[src/rtl/multiplier_pkg.sv]
// Shared definitions for the add/shift multiplier controller.
// Contents:
//   MULT_WIDTH   - default operand width in bits
//   ctrl_state_t - controller states
//   cnt_width()  - width of the iteration counter for a given operand width
package multiplier_pkg;

   localparam int MULT_WIDTH = 8;

   typedef enum logic [2:0] {
      IDLE,
      CLEAR,
      ADD,
      SHIFT,
      HOLD
   } ctrl_state_t;

   // A one-bit operand still needs a one-bit counter.
   function automatic int cnt_width(input int w);
      return (w > 1) ? $clog2(w) : 1;
   endfunction

endpackage

[src/rtl/multiplier_control_if.sv]
// Control bus between the multiplier controller and its datapath/user side.
// Parameter:
//   WIDTH        - operand width; sizes the debug counter view
// Signals:
//   Run, ClearA_LoadB - synchronized active-high user requests
//   M            - current LSB of register B
//   Clr_XA, Ld_B, Add, Sub, Shift - one-cycle datapath commands
//   Busy, Done   - controller status
//   dbg_state, dbg_cnt - controller state and bit counter, for observation
//
// Handshake: a multiply starts when Run is seen high in IDLE (and Run has been
// low at least once since reset). Done rises when the result is in A:B and
// stays high for as long as Run stays high; dropping Run releases the result
// and returns the controller to IDLE, so each press yields exactly one multiply.
interface multiplier_control_if
   import multiplier_pkg::*;
#(
   parameter int WIDTH = MULT_WIDTH
);
   localparam int CNT_W = cnt_width(WIDTH);

   logic             Run;
   logic             ClearA_LoadB;
   logic             M;
   logic             Clr_XA;
   logic             Ld_B;
   logic             Add;
   logic             Sub;
   logic             Shift;
   logic             Busy;
   logic             Done;
   ctrl_state_t      dbg_state;
   logic [CNT_W-1:0] dbg_cnt;

   modport master (
      output Run, ClearA_LoadB, M,
      input  Clr_XA, Ld_B, Add, Sub, Shift, Busy, Done, dbg_state, dbg_cnt
   );

   modport slave (
      input  Run, ClearA_LoadB, M,
      output Clr_XA, Ld_B, Add, Sub, Shift, Busy, Done, dbg_state, dbg_cnt
   );

endinterface

[src/rtl/bit_counter.sv]
// Iteration counter with synchronous clear, count enable and terminal flag.
// Ports:
//   clk - clock
//   clr - synchronous clear (wins over en)
//   en  - increment by one
//   cnt - current count
//   tc  - high while cnt equals TC
module bit_counter #(
   parameter int           W  = 3,
   parameter logic [W-1:0] TC = '1
) (
   input  logic         clk,
   input  logic         clr,
   input  logic         en,
   output logic [W-1:0] cnt,
   output logic         tc
);

   always_ff @(posedge clk) begin
      if (clr) begin
         cnt <= '0;
      end else if (en) begin
         cnt <= cnt + W'(1);
      end
   end

   assign tc = (cnt == TC);

endmodule

[src/rtl/multiplier_control.sv]
// Sequencer for a signed add/shift multiplier (X:A:B datapath).
// Parameter:
//   WIDTH - operand width; one ADD/SHIFT pair per operand bit
// Ports:
//   Clk   - clock, rising edge
//   Reset - synchronous, active-high
//   bus   - control bus (requests in, datapath commands and status out)
module multiplier_control
   import multiplier_pkg::*;
#(
   parameter int WIDTH = MULT_WIDTH
) (
   input  logic                 Clk,
   input  logic                 Reset,
   multiplier_control_if.slave  bus
);

   localparam int CNT_W = cnt_width(WIDTH);

   ctrl_state_t      state;
   ctrl_state_t      next_state;
   logic [CNT_W-1:0] cnt;
   logic             cnt_tc;
   logic             run_armed;
   logic             clr_xa;
   logic             ld_b;
   logic             add;
   logic             sub;
   logic             shift;
   logic             busy;
   logic             done;

   // run_armed blocks a Run that was already high coming out of reset; it is
   // set once Run is seen low. HOLD can only be left with Run low, so it never
   // needs clearing outside reset.
   always_ff @(posedge Clk) begin
      if (Reset) begin
         state     <= IDLE;
         run_armed <= 1'b0;
      end else begin
         state <= next_state;
         if (!bus.Run) begin
            run_armed <= 1'b1;
         end
      end
   end

   // Cleared on entry to a multiply; advances on every SHIFT except the last,
   // so cnt reads WIDTH-1 during the final ADD/SHIFT pair.
   bit_counter #(
      .W  (CNT_W),
      .TC (CNT_W'(WIDTH - 1))
   ) u_bit_counter (
      .clk (Clk),
      .clr (Reset || (state == CLEAR)),
      .en  ((state == SHIFT) && !cnt_tc),
      .cnt (cnt),
      .tc  (cnt_tc)
   );

   // Outputs are held low while Reset is high, even in the cycle before the
   // state register has returned to IDLE.
   always_comb begin
      next_state = state;
      clr_xa     = 1'b0;
      ld_b       = 1'b0;
      add        = 1'b0;
      sub        = 1'b0;
      shift      = 1'b0;
      busy       = 1'b0;
      done       = 1'b0;
      if (!Reset) begin
         case (state)
            IDLE: begin
               // A load request takes priority over a start in the same cycle.
               if (bus.ClearA_LoadB) begin
                  clr_xa = 1'b1;
                  ld_b   = 1'b1;
               end else if (bus.Run && run_armed) begin
                  next_state = CLEAR;
               end
            end
            CLEAR: begin
               clr_xa     = 1'b1;
               busy       = 1'b1;
               next_state = ADD;
            end
            ADD: begin
               // The MSB of a two's-complement multiplier has negative weight.
               add        = bus.M && !cnt_tc;
               sub        = bus.M && cnt_tc;
               busy       = 1'b1;
               next_state = SHIFT;
            end
            SHIFT: begin
               shift      = 1'b1;
               busy       = 1'b1;
               next_state = cnt_tc ? HOLD : ADD;
            end
            HOLD: begin
               done = 1'b1;
               if (bus.ClearA_LoadB) begin
                  clr_xa = 1'b1;
                  ld_b   = 1'b1;
               end
               if (!bus.Run) begin
                  next_state = IDLE;
               end
            end
            default: begin
               next_state = IDLE;
            end
         endcase
      end
   end

   assign bus.Clr_XA    = clr_xa;
   assign bus.Ld_B      = ld_b;
   assign bus.Add       = add;
   assign bus.Sub       = sub;
   assign bus.Shift     = shift;
   assign bus.Busy      = busy;
   assign bus.Done      = done;
   assign bus.dbg_state = state;
   assign bus.dbg_cnt   = cnt;

endmodule

[src/flat_wrapper.sv]
// flat-port wrapper written by rule: the top's interface ports become plain ports
module multiplier_control_flat import multiplier_pkg::*;
#(
   parameter int WIDTH = MULT_WIDTH
)
  (Clk, Reset, bus_Run, bus_ClearA_LoadB, bus_M, bus_Clr_XA, bus_Ld_B, bus_Add, bus_Sub, bus_Shift, bus_Busy, bus_Done, bus_dbg_state, bus_dbg_cnt);
  multiplier_control_if #(.WIDTH(WIDTH)) bus_i ();
  input  logic Clk;
  input  logic Reset;
  input wire logic [$bits(bus_i.Run)-1:0] bus_Run;
  input wire logic [$bits(bus_i.ClearA_LoadB)-1:0] bus_ClearA_LoadB;
  input wire logic [$bits(bus_i.M)-1:0] bus_M;
  output wire logic [$bits(bus_i.Clr_XA)-1:0] bus_Clr_XA;
  output wire logic [$bits(bus_i.Ld_B)-1:0] bus_Ld_B;
  output wire logic [$bits(bus_i.Add)-1:0] bus_Add;
  output wire logic [$bits(bus_i.Sub)-1:0] bus_Sub;
  output wire logic [$bits(bus_i.Shift)-1:0] bus_Shift;
  output wire logic [$bits(bus_i.Busy)-1:0] bus_Busy;
  output wire logic [$bits(bus_i.Done)-1:0] bus_Done;
  output wire logic [$bits(bus_i.dbg_state)-1:0] bus_dbg_state;
  output wire logic [$bits(bus_i.dbg_cnt)-1:0] bus_dbg_cnt;
  assign bus_i.Run = bus_Run;
  assign bus_i.ClearA_LoadB = bus_ClearA_LoadB;
  assign bus_i.M = bus_M;
  assign bus_Clr_XA = bus_i.Clr_XA;
  assign bus_Ld_B = bus_i.Ld_B;
  assign bus_Add = bus_i.Add;
  assign bus_Sub = bus_i.Sub;
  assign bus_Shift = bus_i.Shift;
  assign bus_Busy = bus_i.Busy;
  assign bus_Done = bus_i.Done;
  assign bus_dbg_state = bus_i.dbg_state;
  assign bus_dbg_cnt = bus_i.dbg_cnt;
  multiplier_control #(.WIDTH(WIDTH)) u_core (.Clk(Clk), .Reset(Reset), .bus(bus_i));
endmodule
[config.mk]
export PLATFORM = sky130hd
export DESIGN_NAME = multiplier_control_flat
export DESIGN_NICKNAME = d
export VERILOG_FILES = /design/src/rtl/multiplier_pkg.sv /design/src/rtl/multiplier_control_if.sv /design/src/rtl/bit_counter.sv /design/src/rtl/multiplier_control.sv /design/src/flat_wrapper.sv
export SDC_FILE = /design/constraint.sdc
export NUM_CORES = 1
export LEC_CHECK = 0
export BUFFER_PORTS_ARGS = -buffer_cell sky130_fd_sc_hd__buf_2
export CORE_AREA = 2 2 39 41
export DETAILED_ROUTE_END_ITERATION = 8
export DIE_AREA = 0 0 41 43
export HOLD_SLACK_MARGIN = 0.02
export PLACE_DENSITY_LB_ADDON = 0.08
export SYNTH_ARGS = -nofsm -noshare
export SYNTH_HDL_FRONTEND = slang
export SYNTH_SLANG_ARGS = --single-unit
[constraint.sdc]
create_clock -name Clk -period 1.7 [get_ports Clk]
set_input_delay 0 -clock Clk [delete_from_list [all_inputs] [get_ports Clk]]
set_output_delay 0 -clock Clk [all_outputs]
set_load 0.005 [all_outputs]
# Word-level counts from Yosys, hierarchy flattened
# Cells that the tools add are included.
[classes]
reduce_logical = 10
bitwise = 0
multipliers = 0
add_sub_neg = 1
div_mod_pow = 0
mux = 20
shifts = 0
order_cmp = 0
eq_ne = 8
[op_table]
columns = ["cell", "count"]
rows = [
  ["3-bit one-hot mux with 5 select lines", 1],
  ["1-bit two-way mux", 14],
  ["3-bit two-way mux", 4],
  ["3-bit by 2-bit == test with 1-bit output, second input constant", 2],
  ["3-bit == test, second input constant", 2],
  ["1-bit logical AND", 4],
  ["2-bit != test, second input constant", 2],
  ["3-bit by 1-bit adder with 3-bit output, second input constant", 1],
  ["3-bit by 1-bit == test with 1-bit output, second input constant", 1],
  ["3-bit logical NOT", 1],
  ["3-bit AND reduction", 1],
  ["3-bit OR reduction", 1],
  ["2-bit by 1-bit != test with 1-bit output, second input constant", 1],
  ["1-bit one-hot mux with 2 select lines", 1],
  ["2-bit OR reduction", 1],
  ["1-bit logical NOT", 1],
  ["1-bit logical OR", 1],
]
[word_totals]
n_memories = 0
wordCells = 42
mem_bits_rw = 0
regBits = 7
latchBits = 0
input_bits = 5
romBits = 0
out_inout_bits = 13

# Logic depth before layout (Yosys ltp)
[logic_depth]
depth_word = 5
mapped_depth = 5
ltp_nobuf = 5

# Modules after synthesis
# Synthesis repeated with hierarchy kept, for this count alone.
[hier_totals]
hier_cells = 43
hier_area_um2 = 415.4
[modules_own_cells]
columns = ["module", "cells_per_inst", "instances", "area_each_um2", "seq_area_each_um2"]
rows = [
  ["multiplier_control", 32, 1, 290.3, 80.1],
  ["bit_counter", 11, 1, 125.1, 60.1],
]

# Worst setup path before layout
# No wires, ideal clock.
[synth_timing]
path_kind = "flip-flop to flip-flop"
startpoint = "register u_core.u_bit_counter.cnt[0]"
endpoint = "register u_core.u_bit_counter.cnt[1]"
period_less_slack_ps = 1409
t_arrival_ps = 1295
setup_time_ps = 114
n_path_buf = 0
required_ps = 1586
stages_incl_launch_ff = 6
slack_ps = 291
cell_sequence = "dfxtp_1 > ha_1 > ha_1 > and4bb_4 > mux2i_1 > nor2_1"
[synth_via]
elab_chain_cells = 3
elab_cells_between_ends = 4
classes_between = "1 x add/sub; 1 x eq/ne; 2 x reduce/logical"
[synth_rtl]
columns = ["item", "line_no", "rtl"]
rows = [
  ["from (decl)", "bit_counter.sv:15", "output logic [W-1:0] cnt,"],
  ["from (signal assigned)", "bit_counter.sv:23", "cnt <= cnt + W'(1);"],
  ["branches (longest 3 deep; another with 3-bit by 1-bit adder with 3-bit output)", "--", ""],
]
# Several ways; the timed one is not identified.
# A chain may end at the register's enable or synchronous reset.

# Final worst setup path
[layout_timing]
startpoint = "register u_core.u_bit_counter.cnt[0]"
endpoint = "register u_core.u_bit_counter.cnt[2]"
# The elaborated chain is that of the path after synthesis.

==> results by group <==
Routing
  • Final ANT Viol Nets: 0
  • Number of vias per cell: 4.446
  • Routed wire length: between 800 and 900 um
  • Vias: around 370
  • Routed wire per std cell: 10.05 um
  • Residual DRC count: 0
  • Initial drt markers: 6
  • Pre-antenna DRT Iters: 4

Worst setup path
  • WP data required: 1860 ps
  • Critical R2R Launch: u_core.u_bit_counter.cnt[0]$_SDFFE_PP0P_
  • CP Capture Type: flip-flop
  • R2r setup slk: ~240 ps
  • Reg2reg end: u_core.u_bit_counter.cnt[2]$_SDFFE_PP0P_
  • Crit path kind: reg -> reg
  • Arr. time, crit path: around 1600 ps
  • Crit Path Max Fanout: 4
  • Reg2Reg Depth: 5
  • Startpoint Class: flip-flop

Clocking
  • CTS H-tree depth: 1
  • Post-CTS Hold Buffers: 3
  • Inserted Clock Buffers: 3
  • Clk sinks: 7
  • Cts repair resizes: 0
  • Clk pin slew, worst setup/hold paths: around 50 ps
  • Clock buffer depth: 2
  • Cell at the root of the clock tree: clkbuf_4
  • Setup Fix Bufs, Post-CTS: 0
  • Clk Latency, worst-skew pair: around 260 ps
  • TritonCTS clock tree: built

Yosys
  • #FFs+latches synth: 7
  • Sequential share of the synthesized area: a little over a third
  • Syn nets: 54
  • Number of synthesized flops with an enable pin: 0
  • Post-synth top cells: nor2_1 (8), dfxtp_1 (7), nor3_1 (5)
  • Avg Cell Area, Syn: ~8.2 sq um
  • Top cell type by total area after synthesis: dfxtp_1
  • Synth Flop Type: dfxtp_1
  • YS warnings: 0
  • Largest cells by area after synthesis: dfxtp_1 (36%), mux2i_1 (7.8%), nor2_1 (7.8%), ha_1 (6.5%), nor3_1 (6.5%)
  • Top-count cell post-synth: nor2_1
  • Yosys top cell area share: a little over a third
  • Mapped Area: 384.1 sq um
  • Post-synth ARST share: 0%
  • Post-Syn Instances: between 40 and 50
  • Netlist cell types: 18

Timing
  • Fin. max-slew vios: 0
  • Worst Tran Pin Value: approximately 330 ps
  • Final worst-path cycle share: approximately 86%
  • Minimum clock period: around 1500 ps
  • Slack of the critical path: roughly 240 ps
  • Clk_skew: roughly 2.1 ps
  • Worst rel slew slack: between 70% and 80%
  • Final setup viols: 0
  • Final hold violations: 0
  • Post-Route Setup TNS: 0 ps
  • Fmax: roughly 0.68 GHz
  • RSZ-0062 raised after global routing: no

Global routing
  • Antenna violations before repair: 0
  • GRT Overall Usage: 10.95%
  • Total gr overflow: 0
  • Vias in the first global route: roughly 300
  • First-pass GRT wire length: 1221 um
  • Largest net degree at the start of global routing: 11

Final layout
  • Share of layout cells above drive strength 1: around a third
  • Multi-input logic area: between 200 and 250 sq um
  • Sequential Area: ~140 sq um
  • Layout fillers: 154
  • Final instance area: about 520 sq um
  • Nets: 75
  • Non-filler cells in the finished layout: 83
  • Antenna cells: 0
  • Area Overhead vs Synth: 35.50%

Job
  • MaxCap Viol Count: 0

Die
  • Die ar.: approximately 1800 sq um
  • # rows: 14
  • Starting Density: ~28%
  • Die W: around 41 um
  • I/O pin total: 18
  • Die height: between 40 and 50 um
  • Core Area: about 1400 sq um

Min path
  • Hold depth: 3
  • Hold_sp: bus_ClearA_LoadB
  • Hold EP: u_core.bus.dbg_state[0]$_SDFFE_PP0P_
  • Worst Hold Class: in -> reg

Power and ir drop
  • Power Dens Cells: between 700 and 800 nW/um^2
  • Max VDD drop: about 0.36 mV
  • Static Leak: 0.0002536 uW
  • Design Power: between 300 and 400 uW

Placement
  • Placed Area: 464.2 sq um
  • GP Congestion: about 0.7
  • PortBufs: 17
  • Dpl ws: 248.2 ps
  • HPWL Detailed: 606.5 um
  • DP Cell Count: between 70 and 80

Run status
  • Outcome: finished clean
-- cells by family after synthesis --
kind of cell             count (synthesis)  synth area share [%]
AND/OR/NAND/NOR                         23                 30.95
buffers and inverters                    7                 9.445
flip-flops                               7                 36.48
AO/OA/AOI/OAI                            4                 6.516
multiplexers                             3                 7.818
adder cells (fa/ha/maj)                  2                 6.514
XOR/XNOR                                 1                 2.281
-- per-layer routing --
| metal | wire length (um) | track usage, % |
|---|---|---|
| met3 | 89 | 4.712 |
| met5 | 0 | 0 |
| met2 | 317 | 13.44 |
| met1 | 395 | 13.55 |
| met4 | 32 | 10.00 |
-- registers in the layout, summed over array words and instances, names as in the netlist --
name                      count
u_core.run_armed              1
u_core.u_bit_counter.cnt      3
u_core.bus.dbg_state          3
-- layout make-up --
| type | count | share of cell area [%] |
|---|---|---|
| repair buffers | 20 | 22.12 |
| inverters | 3 | 2.163 |
| multi-input cells | 33 | 39.90 |
| flip-flops and latches | 7 | 26.92 |
| clock buffers | 4 | 5.048 |
| well taps | 16 | 3.846 |
-- stage by stage --
step / hold WS (ps) / util, %
after floorplan: 95.89 / -
after global placement: 214.2 / 33.54
after detailed placement: 220.8 / 33.54
after CTS: 67.81 / 37.61
after global routing: 88.24 / 37.61
final: 75.35 / 37.61
-- cells in the final DEF (no fill, tap or decap), drive strengths merged, types with 2 or more instances in the layout --
cell type | Yosys | routed
nand3 | 3 | 3
nand2 | 2 | 2
and2 | 3 | 3
ha | 2 | 2
dfxtp | 7 | 7
dlygate4sd3 | 0 | 3
mux2i | 3 | 3
inv | 3 | 3
nor2 | 8 | 8
nor3 | 5 | 5
a21oi | 2 | 2
buf | 3 | 17
clkbuf | 1 | 4
-- how the worst max path moves through the flow --
stage	from	end	slack [ps]
floorplan	u_core.u_bit_counter.cnt[0]$_SDFFE_PP0P_	u_core.u_bit_counter.cnt[1]$_SDFFE_PP0P_	290
global placement	u_core.u_bit_counter.cnt[0]$_SDFFE_PP0P_	u_core.u_bit_counter.cnt[2]$_SDFFE_PP0P_	260
detailed placement	u_core.u_bit_counter.cnt[0]$_SDFFE_PP0P_	u_core.u_bit_counter.cnt[2]$_SDFFE_PP0P_	250
CTS	u_core.u_bit_counter.cnt[0]$_SDFFE_PP0P_	u_core.u_bit_counter.cnt[2]$_SDFFE_PP0P_	240
global route	u_core.u_bit_counter.cnt[0]$_SDFFE_PP0P_	u_core.u_bit_counter.cnt[2]$_SDFFE_PP0P_	140
finish	u_core.u_bit_counter.cnt[0]$_SDFFE_PP0P_	u_core.u_bit_counter.cnt[2]$_SDFFE_PP0P_	240
-- report_power, final --
group / internal (uW) / switching [uW]
combinational: 21.7 / 16.9
sequential: 168 / 7.16
clock: 90.0 / 68.7
total: 280 / 92.8
-- critical path, cell delays in order (launching register included) --
cell      delay (ps)
dfxtp_1          330
ha_1             200
ha_1             220
and4bb_4         380
mux2i_1          180
nor2_1            50
Note: power is estimated with default switching activity, not from simulation.
